`config.mk`:
```
export PLATFORM = sky130hd
export DESIGN_NAME = vga_timing_ctrl
export DESIGN_NICKNAME = d
export VERILOG_FILES = /design/src/rtl/vga_pkg.sv /design/src/rtl/vga_delay_line.sv /design/src/rtl/vga_timing_ctrl.sv
export SDC_FILE = /design/constraint.sdc
export NUM_CORES = 1
export LEC_CHECK = 0
export ABC_AREA = 1
export BUFFER_PORTS_ARGS = -buffer_cell sky130_fd_sc_hd__buf_2
export CORE_MARGIN = 10
export CORE_UTILIZATION = 40
export CTS_BUF_LIST = sky130_fd_sc_hd__clkbuf_8
export DETAILED_ROUTE_END_ITERATION = 8
export PLACE_DENSITY = 0.62
export SETUP_SLACK_MARGIN = 0.5
export SLEW_MARGIN = 5
export SYNTH_ARGS = -nofsm -noshare
export SYNTH_HDL_FRONTEND = slang
export SYNTH_SLANG_ARGS = --single-unit
```
`constraint.sdc`:
```
create_clock -name clk -period 1.6 [get_ports clk]
set_input_delay 0.16 -clock clk [delete_from_list [all_inputs] [get_ports clk]]
set_output_delay 0.16 -clock clk [all_outputs]
set_load 0.01 [all_outputs]
```
`src/rtl/vga_pkg.sv`:
```
// Shared VGA timing defaults (640x480 @ 60 Hz) and coordinate types for vga_timing_ctrl.
package vga_pkg;

  localparam int DEF_H_ACTIVE = 640;
  localparam int DEF_H_FP     = 16;
  localparam int DEF_H_SYNC   = 96;
  localparam int DEF_H_BP     = 48;

  localparam int DEF_V_ACTIVE = 480;
  localparam int DEF_V_FP     = 10;
  localparam int DEF_V_SYNC   = 2;
  localparam int DEF_V_BP     = 33;

  localparam int COORD_W   = 10;
  localparam int COORD_MAX = 1 << COORD_W;

  typedef logic [COORD_W-1:0] coord_t;
  // One extra bit so region bounds equal to 1024 still compare correctly.
  typedef logic [COORD_W:0]   span_t;

  typedef enum logic [1:0] {
    SYNC_IDX_ACTIVE = 2'd0,
    SYNC_IDX_VSYNC  = 2'd1,
    SYNC_IDX_HSYNC  = 2'd2
  } sync_idx_e;

  function automatic int period_total(input int act, input int fp, input int sync, input int bp);
    return act + fp + sync + bp;
  endfunction

endpackage

```
`src/rtl/vga_delay_line.sv`:
```
// Enable-gated shift register that aligns sync/active with the pixel-RAM read latency.
module vga_delay_line #(
  parameter int               DEPTH     = 1,
  parameter int               WIDTH     = 3,
  parameter logic [WIDTH-1:0] RESET_VAL = '0
) (
  input  logic             clk,
  input  logic             rst,
  input  logic             en,
  input  logic [WIDTH-1:0] din,
  output logic [WIDTH-1:0] dout
);

  if (DEPTH == 0) begin : g_bypass
    assign dout = din;
  end else begin : g_pipe
    logic [WIDTH-1:0] stage [DEPTH];

    // NOTE: sequential state uses <= so every stage samples its neighbour's pre-edge value;
    // the few stages here are reset explicitly, unlike a RAM, so outputs are idle from the first clk.
    always_ff @(posedge clk) begin
      if (rst) begin
        for (int i = 0; i < DEPTH; i++) stage[i] <= RESET_VAL;
      end else if (en) begin
        stage[0] <= din;
        for (int i = 1; i < DEPTH; i++) stage[i] <= stage[i-1];
      end
    end

    assign dout = stage[DEPTH-1];
  end

endmodule

```
`src/rtl/vga_timing_ctrl.sv`:
```
// VGA raster timing generator: pixel counters, sync/active with configurable delay.
// Define VGA_CLKDIV_EN to derive the pixel tick from clk/2; otherwise clk is the pixel clock.
module vga_timing_ctrl
  import vga_pkg::*;
#(
  parameter int H_ACTIVE = DEF_H_ACTIVE,
  parameter int H_FP     = DEF_H_FP,
  parameter int H_SYNC   = DEF_H_SYNC,
  parameter int H_BP     = DEF_H_BP,
  parameter int V_ACTIVE = DEF_V_ACTIVE,
  parameter int V_FP     = DEF_V_FP,
  parameter int V_SYNC   = DEF_V_SYNC,
  parameter int V_BP     = DEF_V_BP,
  parameter int SYNC_DLY = 1
) (
  input  logic   clk,
  input  logic   rst,
  output logic   pix_en,
  output coord_t x,
  output coord_t y,
  output logic   hsync,
  output logic   vsync,
  output logic   active,
  output logic   frame_start
);

  localparam int H_TOTAL = period_total(H_ACTIVE, H_FP, H_SYNC, H_BP);
  localparam int V_TOTAL = period_total(V_ACTIVE, V_FP, V_SYNC, V_BP);

  if (H_TOTAL > COORD_MAX || V_TOTAL > COORD_MAX) begin : g_bad_total
    $error("vga_timing_ctrl: H_TOTAL/V_TOTAL exceed the 10-bit counters");
  end
  if (SYNC_DLY < 0 || SYNC_DLY > 4) begin : g_bad_dly
    $error("vga_timing_ctrl: SYNC_DLY must be 0..4");
  end

  localparam coord_t H_LAST   = coord_t'(H_TOTAL - 1);
  localparam coord_t V_LAST   = coord_t'(V_TOTAL - 1);
  localparam span_t  H_ACT    = span_t'(H_ACTIVE);
  localparam span_t  HS_BEGIN = span_t'(H_ACTIVE + H_FP);
  localparam span_t  HS_END   = span_t'(H_ACTIVE + H_FP + H_SYNC);
  localparam span_t  V_ACT    = span_t'(V_ACTIVE);
  localparam span_t  VS_BEGIN = span_t'(V_ACTIVE + V_FP);
  localparam span_t  VS_END   = span_t'(V_ACTIVE + V_FP + V_SYNC);

  logic       tick_next;
  logic       started;
  coord_t     x_next;
  coord_t     y_next;
  span_t      x_w;
  span_t      y_w;
  logic [2:0] sync_raw;
  logic [2:0] sync_dly;

`ifdef VGA_CLKDIV_EN
  logic div;

  always_ff @(posedge clk) begin
    if (rst) div <= 1'b0;
    else     div <= ~div;
  end

  assign tick_next = div;
`else
  assign tick_next = 1'b1;
`endif

  always_comb begin
    // NOTE: defaults first so every path assigns x_next/y_next and no latch is inferred.
    x_next = x;
    y_next = y;
    if (pix_en) begin
      if (x == H_LAST) begin
        x_next = '0;
        y_next = (y == V_LAST) ? '0 : y + coord_t'(1);
      end else begin
        x_next = x + coord_t'(1);
      end
    end
  end

  // frame_start is computed from next-state values so it lands on the same clk as its tick.
  always_ff @(posedge clk) begin
    if (rst) begin
      pix_en      <= 1'b0;
      x           <= '0;
      y           <= '0;
      frame_start <= 1'b0;
      started     <= 1'b0;
    end else begin
      pix_en      <= tick_next;
      x           <= x_next;
      y           <= y_next;
      frame_start <= tick_next && (x_next == '0) && (y_next == '0);
      started     <= started | tick_next;
    end
  end

  assign x_w = {1'b0, x};
  assign y_w = {1'b0, y};

  assign sync_raw[SYNC_IDX_HSYNC]  = !((x_w >= HS_BEGIN) && (x_w < HS_END));
  assign sync_raw[SYNC_IDX_VSYNC]  = !((y_w >= VS_BEGIN) && (y_w < VS_END));
  assign sync_raw[SYNC_IDX_ACTIVE] = (x_w < H_ACT) && (y_w < V_ACT);

  vga_delay_line #(
    .DEPTH    (SYNC_DLY),
    .WIDTH    (3),
    .RESET_VAL(3'b110)
  ) u_sync_dly (
    .clk (clk),
    .rst (rst),
    .en  (pix_en),
    .din (sync_raw),
    .dout(sync_dly)
  );

  assign hsync  = sync_dly[SYNC_IDX_HSYNC];
  assign vsync  = sync_dly[SYNC_IDX_VSYNC];
  // With no delay stages, x=y=0 during reset would otherwise show active before the first tick.
  assign active = sync_dly[SYNC_IDX_ACTIVE] & started;

endmodule
```
==> metrics.md <==
| Metric | Value |
|---|---|
| Unrepaired setup endpoints after global routing | `yes` |
| Unique masters post-synth | `25` |
| WHS Path Cells | `2` |
| Die H | `81.3 um` |
| Routing usage on met2 | `23.5%` |
| CP Buf/Inv Count | `2` |
| Antenna Nets Post-Route | `0` |
| Bufs on Longest Clock Path | `2` |
| Post-Route WL | `4.69 mm` |
| M3 GR Usage | `2.98%` |
| Synth Net Count | `239` |
| Placed cell area | `1770 um^2` |
| Clk Latency, worst-skew pair | `0.27 ns` |
| Arrival time at the worst endpoint | `1.89 ns` |
| HP Class | `input port to flip-flop` |
| Worst R2R Path Depth | `12` |
| Gr usage total | `13.7%` |
| First-pass GRT wire length | `7.46 mm` |
| Setup WS post-layout | `-0.0812 ns` |
| # IOs | `27` |
| Period utilization | `105%` |
| DP Cell Count | `312` |
| Crit-path max FO | `6` |
| Starting Density | `41.1%` |
| DPL Wire Length | `3.00 mm` |
| Final setup vio count | `1` |
| Yosys Warn Count | `0` |
| CP Capture Type | `flip-flop` |
| Maximum vdd drop | `357 uV` |
| CTS tree | `built` |
| FF-to-FF Start | `x[1]$_SDFF_PP0_` |
| H-tree depth | `1` |
| Via count | `1649` |
| Status | `finished with violations` |
| Crit. Startpoint | `x[1]$_SDFF_PP0_` |
| Clock Tree Root | `clkbuf_8` |
| Max stage delay on crit path | `0.38 ns` |
| Largest net degree at the start of global routing | `24` |
| Die width | `81.3 um` |
| Hold Path Origin | `rst` |
| Hold buffer count at CTS | `0` |
| Total power | `1.13 mW` |
| Fin area | `2330 um^2` |
| Pwr per Cell Area | `484 nW/um^2` |
| Syn Inst Count | `232` |
| Total Die Area | `6610 um^2` |
| FP Rows | `22` |
| Crit path launch type | `flip-flop` |
| Skew final | `0.00458 ns` |
| Average wire per standard cell | `14.0 um` |
| Share of post-route cells with drive strength above 1 | `54.9%` |
| Layout area overhead | `54.8%` |
| FF-to-FF setup slack | `-0.08 ns` |
| Hold Path End | `started$_DFF_P_` |
| Final Hold Vio Count | `0` |
| GR Overflow Total | `0` |
| Clk slew on worst S/H paths | `0.10 ns` |
| Slew Viols, Final | `0` |
| Initial drt markers | `108` |
| Violated checks | `setup timing` |
| FF/Latch Area | `569 um^2` |
| Drt drc | `0` |
| Filler Cell Count | `304` |
| CTS sink count | `25` |
| CP max-delay cell | `dfxtp_4` |
| CP cell instances | `ha_4 > nand2_4 > nor2_4 > nand2_4 > nor2_8 > buf_12 > nand3_2 > nand3_2 > nand2_1 > inv_1 > nand3_2 > nor2_2` |
| Crit-path most repeated cell | `nand3_2` |
| Yosys reg bits | `25` |
| Leakage Power | `1.16 nW` |
| Synthesized cell area | `1500 um^2` |
| Initial antenna violation count | `0` |
| Met1 Use GR | `16.9%` |
| Max_slew headroom | `64.2%` |
| Final worst path period need | `1.68 ns` |
| Max Cap Viol | `0` |
| Port bufs | `26` |
| CP delay by family, top | `simple AND/OR/NAND/NOR gates` |
| Vias in the first global route | `1640` |
| CP required | `1.81 ns` |
| R2R Path End | `frame_start$_SDFF_PP0_` |
| Syn avg cell area | `6.48 um^2` |
| Seq/Total Area, Yosys | `35.3%` |
| CP Class | `flip-flop to flip-flop` |
| Via/cell ratio | `4.91` |
| Antenna cells | `0` |
| Num CTS Buffers | `3` |
| F_max | `0.595 GHz` |
| Placer Congestion | `0.922` |
| Setup TNS | `-0.0812 ns` |
| Nets | `296` |
| Core Area | `3660 um^2` |
| Most used routing layer in global routing | `met2` |
| Final std cells w/o fill | `336` |
| Worst-margin pin slew | `0.537 ns` |
| Area of the multi-input gates | `1100 um^2` |
| Drt pass-1 iters | `4` |
[cells by family after synthesis]
| kind of cell | count (synthesis) | share of synthesized area (%) |
|---|---|---|
| AO/OA/AOI/OAI | 11 | 4.24 |
| XOR/XNOR | 3 | 1.75 |
| adder cells (fa/ha/maj) | 5 | 4.16 |
| buffers and inverters | 40 | 11.0 |
| flip-flops | 25 | 35.3 |
| AND/OR/NAND/NOR | 148 | 43.6 |
[state kept, by name, summed over array words and instances (netlist names)]
name / cells
u_sync_dly.g_pipe.stage: 3
started: 1
x: 10
y: 10
frame_start: 1
[cells in the mapped netlist (all sizes together)]
cell type	number	share of area [%]
a21oi	4	1.3
buf	2	1.5
clkbuf	2	0.50
dfxtp	22	29
edfxtp	3	6.0
ha	5	4.2
inv	36	9.0
nand2	69	18
nand3	18	6.3
nand4	6	2.5
nor2	48	14
nor3	5	1.7
nor4	2	0.83
o211ai	1	0.50
o21ai	4	1.3
o21bai	1	0.50
o311ai	1	0.58
xor2	3	1.7
[area by class of cell]
class,count,area share [%]
Sequential cell,25,24.4
Clock inverter,1,0.215
Tap cell,48,2.58
Inverter,36,6.13
Timing Repair Buffer,56,17.6
Multi-Input combinational cell,167,47.3
Clock buffer,3,1.77
[placed cells by master, fill, tap and decap left out, types with 4 or more instances in the layout]
cell     Yosys  layout
a21oi_1      4       4
buf_2        0      25
buf_4        1      22
buf_6        0       7
dfxtp_1     22       7
dfxtp_2      0       7
dfxtp_4      0       8
inv_1       36      26
inv_2        0       7
nand2_1     65      40
nand2_2      3      23
nand2_4      1       6
nand3_1     17       6
nand3_2      1      12
nand4_1      6       6
nor2_1      43      28
nor2_2       3      16
[through the flow]
step           setup WS, ns  util, %  hold WS [ns]
3_3_place_gp        0.00408     48.4         0.533
3_5_place_dp        -0.0280     48.4         0.534
5_1_grt              -0.177     63.6         0.329
2_1_floorplan        0.0994        -         0.239
6_report            -0.0812     63.6         0.333
4_1_cts              0.0685     57.4         0.324
[worst max-delay path by stage]
stage / to / slack (ns) / cells past startpoint
finish: frame_start$_SDFF_PP0_ / -0.08 / 12
CTS: frame_start$_SDFF_PP0_ / 0.07 / 11
detailed placement: frame_start$_SDFF_PP0_ / -0.03 / 10
floorplan: frame_start$_SDFF_PP0_ / 0.1 / 12
global route: frame_start$_SDFF_PP0_ / -0.18 / 12
global placement: frame_start$_SDFF_PP0_ / 0.004 / 10
[per-layer routing]
metal / routed length, um / vias to the layer above
met5: 0 / -
met4: 73 / 0
met3: 306 / 6
met2: 2330 / 44
met1: 1980 / 769
li1: - / 830
[worst reg2reg max path, cell delays in order (launching register included)]
cell and delay, ns:
dfxtp_4 0.38, ha_4 0.15, nand2_4 0.05, nor2_4 0.13, nand2_4 0.09, nor2_8 0.17, buf_12 0.14, nand3_2 0.09
nand3_2 0.10, nand2_1 0.08, inv_1 0.07, nand3_2 0.07, nor2_2 0.11
[report_power, final]
part | total, mW | switching, mW | internal (mW)
clock network | 0.384 | 0.210 | 0.174
registers | 0.645 | 0.0108 | 0.634
logic | 0.0989 | 0.0586 | 0.0403
[what timing repair did]
item	4_1_cts	5_1_grt
buffers inserted	11	9
pin swaps	32	34
resized for setup	57	49
endpoints found under the setup margin	26	28
Power figures use the tool's default switching activity.
